File: config.mk
export PLATFORM = sky130hd
export DESIGN_NAME = mmram_match_ctrl
export DESIGN_NICKNAME = d
export VERILOG_FILES = /design/src/rtl/mmram_match_ctrl.sv
export SDC_FILE = /design/constraint.sdc
export NUM_CORES = 1
export LEC_CHECK = 0
export ABC_CLOCK_PERIOD_IN_PS = 7900
export BUFFER_PORTS_ARGS = -buffer_cell sky130_fd_sc_hd__buf_2
export CELL_PAD_IN_SITES_DETAIL_PLACEMENT = 2
export CELL_PAD_IN_SITES_GLOBAL_PLACEMENT = 2
export CORE_ASPECT_RATIO = 1.4
export CORE_MARGIN = 10
export CORE_UTILIZATION = 49
export DETAILED_ROUTE_END_ITERATION = 6
export PLACE_DENSITY_LB_ADDON = 0.1
export SYNTH_ARGS = -nofsm -noshare
export SYNTH_HDL_FRONTEND = slang
export SYNTH_SLANG_ARGS = --single-unit
File: constraint.sdc
create_clock -name CP -period 7.9 [get_ports CP]
set_clock_uncertainty 0.1 [all_clocks]
set_input_delay 1.58 -clock CP [delete_from_list [all_inputs] [get_ports CP]]
set_output_delay 1.58 -clock CP [all_outputs]
set_load 0.02 [all_outputs]
File: src/rtl/mmram_match_ctrl.sv
// MMRAM matching controller: hashes tokens into a tag/occupancy table (linear probing)
// and drives the stage's ADDR/WR_E/DEL. Define MMCTRL_STATS_EN to add fire/store counters.
module mmram_match_ctrl #(
  parameter int ADDR_W    = 6,
  parameter int TAG_W     = 12,
  parameter int MAX_PROBE = 4
) (
  input  logic              CP,
  input  logic              MR,
  input  logic              TOK_VALID,
  output logic              TOK_ACK,
  input  logic              TOK_MF,
  input  logic              TOK_LR,
  input  logic [TAG_W-1:0]  TOK_TAG,
  output logic              STG_SEND,
  input  logic              STG_ACK,
  output logic [ADDR_W-1:0] ADDR,
  output logic              WR_E,
  output logic              DEL,
  output logic [ADDR_W:0]   OCC_CNT,
  output logic              OVF,
  output logic [15:0]       HIT_CNT,
  output logic [15:0]       STORE_CNT
);
  localparam int DEPTH = 1 << ADDR_W;
  localparam int PW    = ADDR_W + 1;  // probe counter must hold MAX_PROBE-1 up to DEPTH-1
  localparam int CW    = ADDR_W + 1;

  typedef enum logic [1:0] {IDLE, LOOKUP, ISSUE} state_t;
  typedef enum logic [1:0] {OP_PASS, OP_FIRE, OP_STORE, OP_DROP} op_t;

  state_t state, state_nxt;
  op_t    op, dec_op;
  logic   dec;
  logic [ADDR_W-1:0] dec_addr;

  logic              lat_lr;
  logic [TAG_W-1:0]  lat_tag;
  logic [PW-1:0]     probe;
  logic              fe_vld;
  logic [ADDR_W-1:0] fe_addr;

  logic              tbl_vld [DEPTH];
  logic              tbl_lr  [DEPTH];
  logic [TAG_W-1:0]  tbl_tag [DEPTH];

  logic [ADDR_W-1:0] hash, probe_addr;
  logic              last_probe, hit, commit;

  assign hash       = lat_tag[ADDR_W-1:0] ^ lat_tag[TAG_W-1:TAG_W-ADDR_W];
  assign probe_addr = hash + probe[ADDR_W-1:0];
  assign last_probe = (probe == PW'(MAX_PROBE - 1));
  assign hit        = tbl_vld[probe_addr] && (tbl_tag[probe_addr] == lat_tag) &&
                      (tbl_lr[probe_addr] != lat_lr);
  assign commit     = (state == ISSUE) && STG_ACK;

  always_ff @(posedge CP) begin
    if (MR) state <= IDLE;
    else    state <= state_nxt;
  end

  // NOTE: every always_comb output gets a default first, so no path can infer a latch.
  always_comb begin
    state_nxt = state;
    TOK_ACK   = 1'b0;
    STG_SEND  = 1'b0;
    dec       = 1'b0;
    dec_op    = OP_PASS;
    dec_addr  = '0;
    case (state)
      IDLE: begin
        if (TOK_VALID) begin
          TOK_ACK = 1'b1;
          if (!TOK_MF) begin
            dec       = 1'b1;
            state_nxt = ISSUE;
          end else begin
            state_nxt = LOOKUP;
          end
        end
      end
      LOOKUP: begin
        if (hit) begin
          dec       = 1'b1;
          dec_op    = OP_FIRE;
          dec_addr  = probe_addr;
          state_nxt = ISSUE;
        end else if (last_probe) begin
          dec       = 1'b1;
          state_nxt = ISSUE;
          if (fe_vld) begin
            dec_op   = OP_STORE;
            dec_addr = fe_addr;
          end else if (!tbl_vld[probe_addr]) begin
            dec_op   = OP_STORE;
            dec_addr = probe_addr;
          end else begin
            dec_op   = OP_DROP;
            dec_addr = hash;
          end
        end
      end
      ISSUE: begin
        STG_SEND = 1'b1;
        if (STG_ACK) state_nxt = IDLE;
      end
      default: state_nxt = IDLE;
    endcase
  end

  always_ff @(posedge CP) begin
    if (MR) begin
      lat_lr  <= 1'b0;
      lat_tag <= '0;
      probe   <= '0;
      fe_vld  <= 1'b0;
      fe_addr <= '0;
      op      <= OP_PASS;
      ADDR    <= '0;
      WR_E    <= 1'b0;
      DEL     <= 1'b0;
      OVF     <= 1'b0;
      OCC_CNT <= '0;
    end else begin
      if (state == IDLE && TOK_VALID) begin
        lat_lr  <= TOK_LR;
        lat_tag <= TOK_TAG;
        probe   <= '0;
        fe_vld  <= 1'b0;
      end
      if (state == LOOKUP) begin
        probe <= probe + PW'(1);
        if (!tbl_vld[probe_addr] && !fe_vld) begin
          fe_vld  <= 1'b1;
          fe_addr <= probe_addr;
        end
      end
      if (dec) begin
        op   <= dec_op;
        ADDR <= dec_addr;
        WR_E <= (dec_op == OP_STORE);
        DEL  <= (dec_op == OP_STORE) || (dec_op == OP_DROP);
        if (dec_op == OP_DROP) OVF <= 1'b1;
      end
      if (commit) begin
        WR_E <= 1'b0;
        DEL  <= 1'b0;
        if (op == OP_FIRE)  OCC_CNT <= OCC_CNT - CW'(1);
        if (op == OP_STORE) OCC_CNT <= OCC_CNT + CW'(1);
      end
    end
  end

  always_ff @(posedge CP) begin
    if (MR) begin
      for (int i = 0; i < DEPTH; i++) tbl_vld[i] <= 1'b0;
    end else if (commit && op == OP_FIRE) begin
      tbl_vld[ADDR] <= 1'b0;
    end else if (commit && op == OP_STORE) begin
      tbl_vld[ADDR] <= 1'b1;
    end
  end

  // NOTE: payload is only meaningful where tbl_vld is set, so it is left unreset like plain RAM.
  always_ff @(posedge CP) begin
    if (commit && op == OP_STORE) begin
      tbl_lr[ADDR]  <= lat_lr;
      tbl_tag[ADDR] <= lat_tag;
    end
  end

`ifdef MMCTRL_STATS_EN
  always_ff @(posedge CP) begin
    if (MR) begin
      HIT_CNT   <= '0;
      STORE_CNT <= '0;
    end else if (commit) begin
      if (op == OP_FIRE && HIT_CNT != 16'hFFFF)    HIT_CNT   <= HIT_CNT + 16'd1;
      if (op == OP_STORE && STORE_CNT != 16'hFFFF) STORE_CNT <= STORE_CNT + 16'd1;
    end
  end
`else
  assign HIT_CNT   = '0;
  assign STORE_CNT = '0;
`endif

endmodule

After elaboration in Yosys (flattened, before gate mapping)
Memory sizes are Yosys's and may differ from the RTL's. Cells that the tools add are included.

Bitwise logic cells: 2. Equality and inequality tests: 12. Mux-type cells: 45. Reduce and logical (&&, ||, !) cells: 19. Add/sub/neg operators: 4.

Operator list (number): two-way mux 6 bit (6); two-way mux 7 bit (4); two-way mux 1 bit (25); two-way mux 2 bit (8); adder 7 x 1 -> 7 bit, second input constant (2); == test 12 bit (1); == test 2 bit, second input constant (4); == test 7 x 2 -> 1 bit, second input constant (1); logical AND 1 bit (7); subtractor 7 x 1 -> 7 bit, second input constant (1); adder 6 bit (1); one-hot mux 2 bit (3 select lines) (1); AND reduction 2 bit (3); XOR 6 bit (1); == test 2 x 1 -> 1 bit, second input constant (2); != test 2 bit, second input constant (2); nonzero test 2 bit (2); != test 3 bit, second input constant (1); AND reduction 3 bit (1); zero test 1 bit (2); zero test 2 bit (1); one-hot mux 1 bit (2 select lines) (1); OR reduction 2 bit (1); logical OR 1 bit (1); other kinds (3) (3).

RAM bits: 896. Output and inout port bits: 50. Flip-flop bits (word level): 47. Bits of input ports: 18. Memories: 3.

Memories: tbl_tag (depth 64, bits a word 12, rd ports 1, clocked after Yosys merged registers in 0, write ports 1, RTL line 45) `logic [TAG_W-1:0] tbl_tag [DEPTH];`; tbl_lr (depth 64, bits a word 1, rd ports 1, clocked after Yosys merged registers in 0, write ports 1, RTL line 44) `logic tbl_lr [DEPTH];`; tbl_vld (depth 64, bits a word 1, rd ports 1, clocked after Yosys merged registers in 0, write ports 64, RTL line 43) `logic tbl_vld [DEPTH];`.

Logic depth before layout (Yosys ltp)
Gate-level depths: netlist (run 1).

Depth after elaboration: 10. Mapped depth: 21.

Worst setup path after synthesis (run 1)
No wires, ideal clock.

Kind: register to register. Start: register lat_tag[6]. End: register ADDR[0]. Data required time: 7.731 ns. Buffers on the path: 7. Stages on the path, launching flop included: 20. Setup slack: 2.055 ns. Arrival: 5.676 ns. Cells stage by stage: dfxtp_1 > clkbuf_1 > xor2_1 > ha_1 > inv_1 > fa_1 > buf_2 > buf_2 > buf_2 > buf_2 > clkbuf_1 > mux4_2 > a2111oi_0 > a311oi_1 > xnor2_1 > nand3_1 > a2111oi_4 > buf_6 > mux2_1 > o21ai_1.

Word-level cells in the longest chain between the ends: 8. Elaborated cells between the ends (all ways): 16.

Ends and longest elaborated chain: from (decl) (RTL line 38) `logic [TAG_W-1:0] lat_tag;`; from (signal assigned) (RTL line 114) `lat_tag <= '0;`; from (signal assigned) (RTL line 127) `lat_tag <= TOK_TAG;`; XOR 6 bit (RTL line 50) `assign hash = lat_tag[ADDR_W-1:0] ^ lat_tag[TAG_W-1:TAG_W-ADDR_W];`; adder 6 bit (RTL line 51) `assign probe_addr = hash + probe[ADDR_W-1:0];`; memory read (64 x 12 bit) or memory read (64 x 1 bit) (tied branches); == test 12 bit or two-way mux 6 bit (tied branches) (RTL line 53, 94); logical AND 1 bit or two-way mux 6 bit (tied branches) (RTL line 53, 91); logical AND 1 bit or two-way mux 6 bit (tied branches) (RTL line 53, 88); two-way mux 1 bit or two-way mux 6 bit (tied branches) (RTL line 83) `if (hit) begin`; one-hot mux 1 bit (2 select lines) or two-way mux 6 bit (tied branches) (RTL line 70) `case (state)`; to (signal assigned) (RTL line 140) `ADDR <= dec_addr;`; to (decl) (RTL line 17) `output logic [ADDR_W-1:0] ADDR,`.

Several ways; a longest one is shown, not always the timed one. A chain may end at the register's enable or synchronous reset.

Final worst setup path (run 1)
Start: register lat_tag[0]. End: register op[1].

Word-level cells in the longest chain between the ends: 8. Elaborated cells between the ends (all ways): 13.

Ends and longest elaborated chain: XOR 6 bit (RTL line 50); adder 6 bit (RTL line 51); memory read (64 x 12 bit); == test 12 bit (RTL line 53) `assign hit = tbl_vld[probe_addr] && (tbl_tag[probe_addr] == lat_tag) &&`; logical AND 1 bit (RTL line 53); logical AND 1 bit (*) (RTL line 53); two-way mux 1 bit or two-way mux 2 bit (tied branches) (RTL line 83); one-hot mux 1 bit (2 select lines) or two-way mux 2 bit (tied branches) (RTL line 70); to (signal assigned) (RTL line 139) `op <= dec_op;`; to (decl) (RTL line 33) `op_t op, dec_op;`.

Every way passes the cells marked *; elsewhere a longest branch is shown, timed or not.

==> results of run 1 <==
-- layer usage --
layer	up-vias	part of all wire
met5	-	0
met4	0	0.059
met3	290	0.055
met2	881	0.52
met1	11564	0.37
li1	8645	-
-- placed cells by master, fill, tap and decap left out, drive strengths merged, types with 11 or more instances in the layout --
master / n
mux2i: 50
nand2b: 21
a21oi: 39
inv: 12
edfxtp: 896
clkinv: 37
o21ai: 22
nand2: 155
clkbuf: 111
xnor2: 19
and3: 14
nand3: 25
bufinv: 11
xor2: 17
buf: 140
dfxtp: 47
mux4: 242
conb: 32
nor3: 13
a21o: 69
a211oi: 12
nor2: 183
ha: 15
-- flip-flops by register name, summed over array words and instances (netlist names) --
name	cells
fe_addr	6
ADDR	6
OCC_CNT	7
tbl_vld	64
probe	7
fe_vld	1
tbl_lr	64
lat_lr	1
lat_tag	12
state	2
DEL	1
tbl_tag	768
OVF	1
op	2
WR_E	1
-- area by class of cell --
class                           count  area share
Sequential cell                   943       0.640
Multi-Input combinational cell   1051       0.238
Clock buffer                      111      0.0550
Tap cell                         1054      0.0303
Timing Repair Buffer              140      0.0236
Clock inverter                     51      0.0121
Inverter                           12     0.00103
Antenna cell                        1   0.0000575
-- per-stage QoR --
step	instances	utilization	total power (W)	setup WS [ns]
2_1_floorplan	2167	-	0.00661	2.06
3_3_place_gp	3200	0.514	0.00704	1.24
3_5_place_dp	3200	0.514	0.00710	1.07
4_1_cts	3362	0.551	0.0115	1.05
5_1_grt	3362	0.551	0.0118	0.986
6_report	3363	0.552	0.0115	1.08
-- worst paths after layout --
kind,from,endpoint,slack [ns],depth (start not counted)
worst min-delay path,OVF,OVF,0.36,2
worst max register to register,lat_tag[0],op[1],1.08,17
worst max-delay path,lat_tag[0],op[1],1.08,17
worst min register to register,OVF,OVF,0.36,2
-- cell families (layout without fill, tap and decap cells) --
logic type,after synthesis,count (layout),synth area share
adders and majority gates,17,17,0.00585
xor gates and xnor gates,36,36,0.00830
AOI/OAI and AO/OA,202,202,0.0378
muxes,301,301,0.156
buffers and inverters,173,314,0.0238
DFF,943,943,0.716
other,1,33,0.0000964
and+or+nand+nor,463,463,0.0528
-- worst min-delay path, delay by kind of cell, from the launching register on --
kind	cells	cell delay [ns]
flip-flops	1	0.31
buffers and inverters	1	0.05
AO/OA/AOI/OAI	1	0.05
-- power by group through the flow --
stage | clock network (W) | registers (W) | logic (W)
2_1_floorplan | 0 | 0.00566 | 0.000949
3_3_place_gp | 0 | 0.00562 | 0.00142
3_5_place_dp | 0 | 0.00562 | 0.00147
4_1_cts | 0.00452 | 0.00551 | 0.00151
5_1_grt | 0.00471 | 0.00551 | 0.00157
6_report | 0.00445 | 0.00551 | 0.00150
==> metrics, run 1 <==
Achievable Freq 147 MHz; netlist area before placement 38900 µm²; die area 91200 µm²; first-pass iteration count of the detailed router 5; largest net degree at the start of global routing 79; Yosys Warn Count 0; Final Max Tran Viols 0; placement-stage cell area 40600 µm²; distinct cell type count of the synthesized netlist 70; Global Route met2 Usage 0.466; register area 27900 µm²; antenna violations before repair 2; number of instances in the synthesized netlist 2136; number of port buffers 35; detailed placer's ending HPWL 73800 µm; Critical Path End Type flop; CTS tree yes; detail-routed net length per standard cell 36.3 µm; cell row count 122; most used routing layer in global routing met2; CTS clk-pin slew, worst paths 0.06 ns; shortest period the worst path allows 6.82 ns; Pwr Density 263 nW/µm²; Worst IR Drop VDD 0.203 mV; DRC violations left 0; clock network latency to the later pin of the worst-skew pair 0.67 ns; Sequential Power Share 0.481; Worst Tran Pin Value 1.18 ns; biggest area consumer among synthesized cells sky130_fd_sc_hd__edfxtp_1; gpl congestion 0.807; H-tree lvl count 3; Crit path arrival time 7.21 ns; clk root buf sky130_fd_sc_hd__clkbuf_16; count of buffers added by post-CTS timing repair for setup 0; GR Overflow Total 0; Net Sw Power 0.00288 W; # resized after CTS 0; hold_buf cts 0; placeable core area 78900 µm²; combined buffer and inverter count along the critical path 4; list of cells traversed by the critical path xor2_1 -> ha_1 -> inv_1 -> fa_4 -> buf_12 -> buf_4 -> mux4_2 -> nand2_1 -> a32oi_1 -> nand2_1 -> xnor2_1 -> nor3_1 -> nand3_1 -> a2111oi_4 -> buf_4 -> a2bb2oi_2 -> o31ai_1; global-route wire length before repair 178000 µm; Max-Cap Viols 0; biggest cell delay along the critical path 1.09 ns; fraction of layout cells with a size suffix above 1 0.244; final instance area 43500 µm²; unrepaired setup endpoints after global routing no; sequential element share of the synthesized area 0.716; met3 track demand over resource in global routing 0.0405; Post-DRT Antenna Nets 0; starting density of the core 0.493; area growth from synthesis to layout 11.9%; relative max-transition margin 0.215; most used flip-flop cell after synthesis sky130_fd_sc_hd__edfxtp_1; GRT Util Overall 0.270; GR Layer Usage met1 0.322; number of flops mapped to enable cells by yosys 896; Largest delay share family, worst path compound AO/OA/AOI/OAI gates; number of global-route vias before repair 23759; proportion of total power due to net switching 0.251; required time of the critical path 8.29 ns; status completed; count of vias placed by the detailed router 21380; Avg Vias per Cell 6.36; share of the synthesized area in the top cell type 0.692; asr flop ratio synth 0; # clock sinks 943; Post-Route Hold Slack 0.359 ns; top-level port count 68; Clock Path Buffers 3; Layout Nets 2273; number of DRC violations after detailed-routing iteration 0 1903; number of clock buffers inserted by TritonCTS 90; final critical-path share of the clock period 0.863; flops & latches, synth 943; class of the tightest hold or removal check reg -> reg; biggest area contributors in the synthesized netlist sky130_fd_sc_hd__edfxtp_1 (69%), sky130_fd_sc_hd__mux4_2 (14%), sky130_fd_sc_hd__dfxtp_1 (2.4%); Worst Path Max Fanout 46; fraction of power consumed by combinational cells 0.131; cell-internal power 0.00859 W; height of the die 353 µm; # setup viols final 0; area occupied by multi-input gates 10300 µm²; Critical-path top delay cell sky130_fd_sc_hd__fa_4; Critical Path Source Type flop; cell leakage power 14.5 nW; power share of the clock group 0.388; # fillers 6788; startpoint-to-endpoint class of the critical path reg -> reg; commonest cells in the netlist sky130_fd_sc_hd__edfxtp_1 (896), sky130_fd_sc_hd__mux4_2 (242), sky130_fd_sc_hd__nor2_1 (183); post-detailed-routing wire length 122000 µm; count of final hold-check violations 0; sum of negative setup slack 0 ns; leading cell type by number of instances after synthesis sky130_fd_sc_hd__edfxtp_1; Die Width 258 µm; average footprint of a synthesized cell 18.2 µm²
Note: power is estimated with default switching activity, not from simulation.
==> inputs of run 2 (changes only) <==
Settings changed: ABC_AREA set to 1, ABC_CLOCK_PERIOD_IN_PS 7900 to 8400, CORE_UTILIZATION 49 to 46.
Clock period 7.9 ns to 8.4 ns, I/O delays scaled along.
==> metrics, run 2 <==
status completed; Post-Route Hold Slack 0.378 ns; Worst Tran Pin Value 1.29 ns; Die Width 272 µm; Avg Vias per Cell 6.10; Clock Path Buffers 3; Pwr Density 265 nW/µm²; cell leakage power 16.5 nW; top-level port count 68; flops & latches, synth 943; hold_buf cts 0; combined buffer and inverter count along the critical path 4; largest net degree at the start of global routing 176; crit-path most repeated cell sky130_fd_sc_hd__nand2_1; H-tree lvl count 3; class of the tightest hold or removal check reg -> reg; Worst IR Drop VDD 0.190 mV; asr flop ratio synth 0; Yosys Warn Count 0; end of the worst register-to-register path ADDR[1]; CTS clk-pin slew, worst paths 0.06 ns; commonest cells in the netlist sky130_fd_sc_hd__nand2_1 (1085), sky130_fd_sc_hd__edfxtp_1 (896), sky130_fd_sc_hd__nand3_1 (880); biggest cell delay along the critical path 1.44 ns; die area 102000 µm²; # clock sinks 943; Final Max Tran Viols 0; distinct cell type count of the synthesized netlist 45; netlist area before placement 41000 µm²; biggest area contributors in the synthesized netlist sky130_fd_sc_hd__edfxtp_1 (66%), sky130_fd_sc_hd__nand3_1 (11%), sky130_fd_sc_hd__nand2_1 (9.9%); relative max-transition margin 0.137; startpoint of the most critical register-to-register path lat_tag[0]; height of the die 373 µm; Layout Nets 3844; cell row count 129; number of port buffers 35; Net Sw Power 0.00393 W; final critical-path share of the clock period 0.751; power share of the clock group 0.353; detail-routed net length per standard cell 31.5 µm; placeable core area 88400 µm²; cell-internal power 0.00806 W; share of the synthesized area in the top cell type 0.656; unrepaired setup endpoints after global routing no; Achievable Freq 158 MHz; antenna diode count 0; leading cell type by number of instances after synthesis sky130_fd_sc_hd__nand2_1; fraction of power consumed by combinational cells 0.211; sum of negative setup slack 0 ns; Sequential Power Share 0.436; detailed placer's ending HPWL 94300 µm; Critical Path Source Type flop; PnR Total Power 0.0120 W; shortest period the worst path allows 6.31 ns; average footprint of a synthesized cell 10.7 µm²; Critical Path End Type flop; Critical-path top delay cell sky130_fd_sc_hd__fa_4; most frequent cells in the layout sky130_fd_sc_hd__nand2_1 (1083), sky130_fd_sc_hd__edfxtp_1 (896), sky130_fd_sc_hd__nand3_1 (880); # fillers 8966; # setup viols final 0; number of stages on the worst hold path 1; area growth from synthesis to layout 10.3%; Crit path arrival time 6.84 ns; number of instances in the synthesized netlist 3834; Worst Path Max Fanout 122; most used flip-flop cell after synthesis sky130_fd_sc_hd__edfxtp_1; Post-DRT Antenna Nets 0; number of clock buffers inserted by TritonCTS 93; clock network latency to the later pin of the worst-skew pair 0.70 ns; fraction of layout cells with a size suffix above 1 0.0964; Hold Crit Endpoint OVF; register ranked first by flip-flop count tbl_tag; registers with the most flip-flops tbl_tag: 768 flops, tbl_lr: 64 flops, tbl_vld: 64 flops; antenna violations before repair 2; number of flip-flops in the largest register 768; Largest delay share family, worst path simple AND/OR/NAND/NOR gates; count of buffers added by post-CTS timing repair for setup 0; Critical Path Stages 25; setup slack on the worst flop-to-flop path 2.09 ns; GRT Util Overall 0.311; sequential element share of the synthesized area 0.679; DRC violations left 0; Max-Cap Viols 0; global-route wire length before repair 234000 µm; count of final hold-check violations 0; post-detailed-routing wire length 160000 µm; most common library cell in the layout ignoring fill and taps sky130_fd_sc_hd__nand2_1; first-pass iteration count of the detailed router 6; startpoint-to-endpoint class of the critical path reg -> reg; number of global-route vias before repair 34362; number of flops mapped to enable cells by yosys 896; starting density of the core 0.464; number of DRC violations after detailed-routing iteration 0 3156; biggest area consumer among synthesized cells sky130_fd_sc_hd__edfxtp_1; worst hold start OVF; GR Overflow Total 0; proportion of total power due to net switching 0.328; required time of the critical path 8.93 ns; gpl congestion 0.872; CTS tree yes; # resized after CTS 0; count of vias placed by the detailed router 30902; count of cells along the worst register-to-register path 25; clk root buf sky130_fd_sc_hd__clkbuf_16; Core Util, Final 0.511
[run 2: cell type report]
| cell class | count | area, µm² | share of cell area |
|---|---|---|---|
| Sequential cell | 943 | 27900 | 0.616 |
| Multi-Input combinational cell | 2480 | 11400 | 0.252 |
| Clock buffer | 114 | 2450 | 0.0541 |
| Tap cell | 1179 | 1480 | 0.0326 |
| Timing Repair Buffer | 128 | 923 | 0.0204 |
| Inverter | 163 | 633 | 0.0140 |
| Clock inverter | 61 | 510 | 0.0113 |
[run 2: worst register-to-register path, stage by stage (launching register included)]
cell,delay (ns)
sky130_fd_sc_hd__dfxtp_2,0.34
sky130_fd_sc_hd__xor2_1,0.33
sky130_fd_sc_hd__ha_1,0.27
sky130_fd_sc_hd__inv_1,0.08
sky130_fd_sc_hd__fa_4,1.44
sky130_fd_sc_hd__inv_8,0.49
sky130_fd_sc_hd__buf_4,0.66
sky130_fd_sc_hd__nand3_1,0.16
sky130_fd_sc_hd__nand3_1,0.11
sky130_fd_sc_hd__nand3_1,0.26
sky130_fd_sc_hd__nand3_1,0.25
sky130_fd_sc_hd__nand3_1,0.20
sky130_fd_sc_hd__nand2_1,0.08
sky130_fd_sc_hd__nand2_1,0.11
sky130_fd_sc_hd__nand2_1,0.07
sky130_fd_sc_hd__nor2_1,0.16
sky130_fd_sc_hd__nand2_1,0.09
sky130_fd_sc_hd__nor2_2,0.12
sky130_fd_sc_hd__nand2_4,0.14
sky130_fd_sc_hd__nand2_2,0.12
sky130_fd_sc_hd__nand2_2,0.18
sky130_fd_sc_hd__nand2_1,0.19
sky130_fd_sc_hd__nand2_1,0.08
sky130_fd_sc_hd__nand3_1,0.08
sky130_fd_sc_hd__nand2_1,0.06
sky130_fd_sc_hd__inv_1,0.08
[run 2: metal layers]
| metal | wire length (µm) | share of wire | vias to the layer above | global-route usage |
|---|---|---|---|---|
| li1 | - | - | 13136 | - |
| met1 | 56900 | 0.36 | 16152 | 0.343 |
| met2 | 83100 | 0.52 | 1176 | 0.554 |
| met3 | 7870 | 0.049 | 438 | 0.0380 |
| met4 | 12000 | 0.075 | 0 | 0.206 |
| met5 | 0 | 0 | - | 0 |
[run 2: worst max path at each step]
stage	start	to	slack, ns
2_1_floorplan	lat_tag[6]	ADDR[1]	4.12
3_3_place_gp	lat_tag[0]	ADDR[1]	2.45
3_5_place_dp	lat_tag[0]	ADDR[1]	2.25
4_1_cts	lat_tag[0]	ADDR[1]	2.22
5_1_grt	lat_tag[0]	ADDR[1]	1.79
6_report	lat_tag[0]	ADDR[1]	2.09
[run 2: cells by family (layout without fill, tap and decap cells)]
family | count (synthesis) | in the layout | synth area share
AO/OA/AOI/OAI | 144 | 144 | 0.0194
flip-flops | 943 | 943 | 0.679
AND/OR/NAND/NOR | 2274 | 2274 | 0.241
other | 1 | 32 | 0.0000914
adder cells (fa/ha/maj) | 17 | 17 | 0.00555
buffers and inverters | 442 | 466 | 0.0512
XOR/XNOR | 13 | 13 | 0.00360
[run 2: through the flow]
step                      instances  instance area [µm²]  setup WS (ns)
after floorplan                3865                41100           4.12
after global placement         4893                42300           2.45
after detailed placement       4893                42300           2.25
after CTS                      5068                45200           2.22
after global routing           5068                45200           1.79
final                          5068                45200           2.09
[run 2: power groups by stage]
stage / logic (W) / clock network (W) / registers (W)
2_1_floorplan: 0.00149 / 0 / 0.00538
3_3_place_gp: 0.00230 / 0 / 0.00533
3_5_place_dp: 0.00246 / 0 / 0.00533
4_1_cts: 0.00251 / 0.00426 / 0.00523
5_1_grt: 0.00271 / 0.00444 / 0.00523
6_report: 0.00253 / 0.00423 / 0.00523
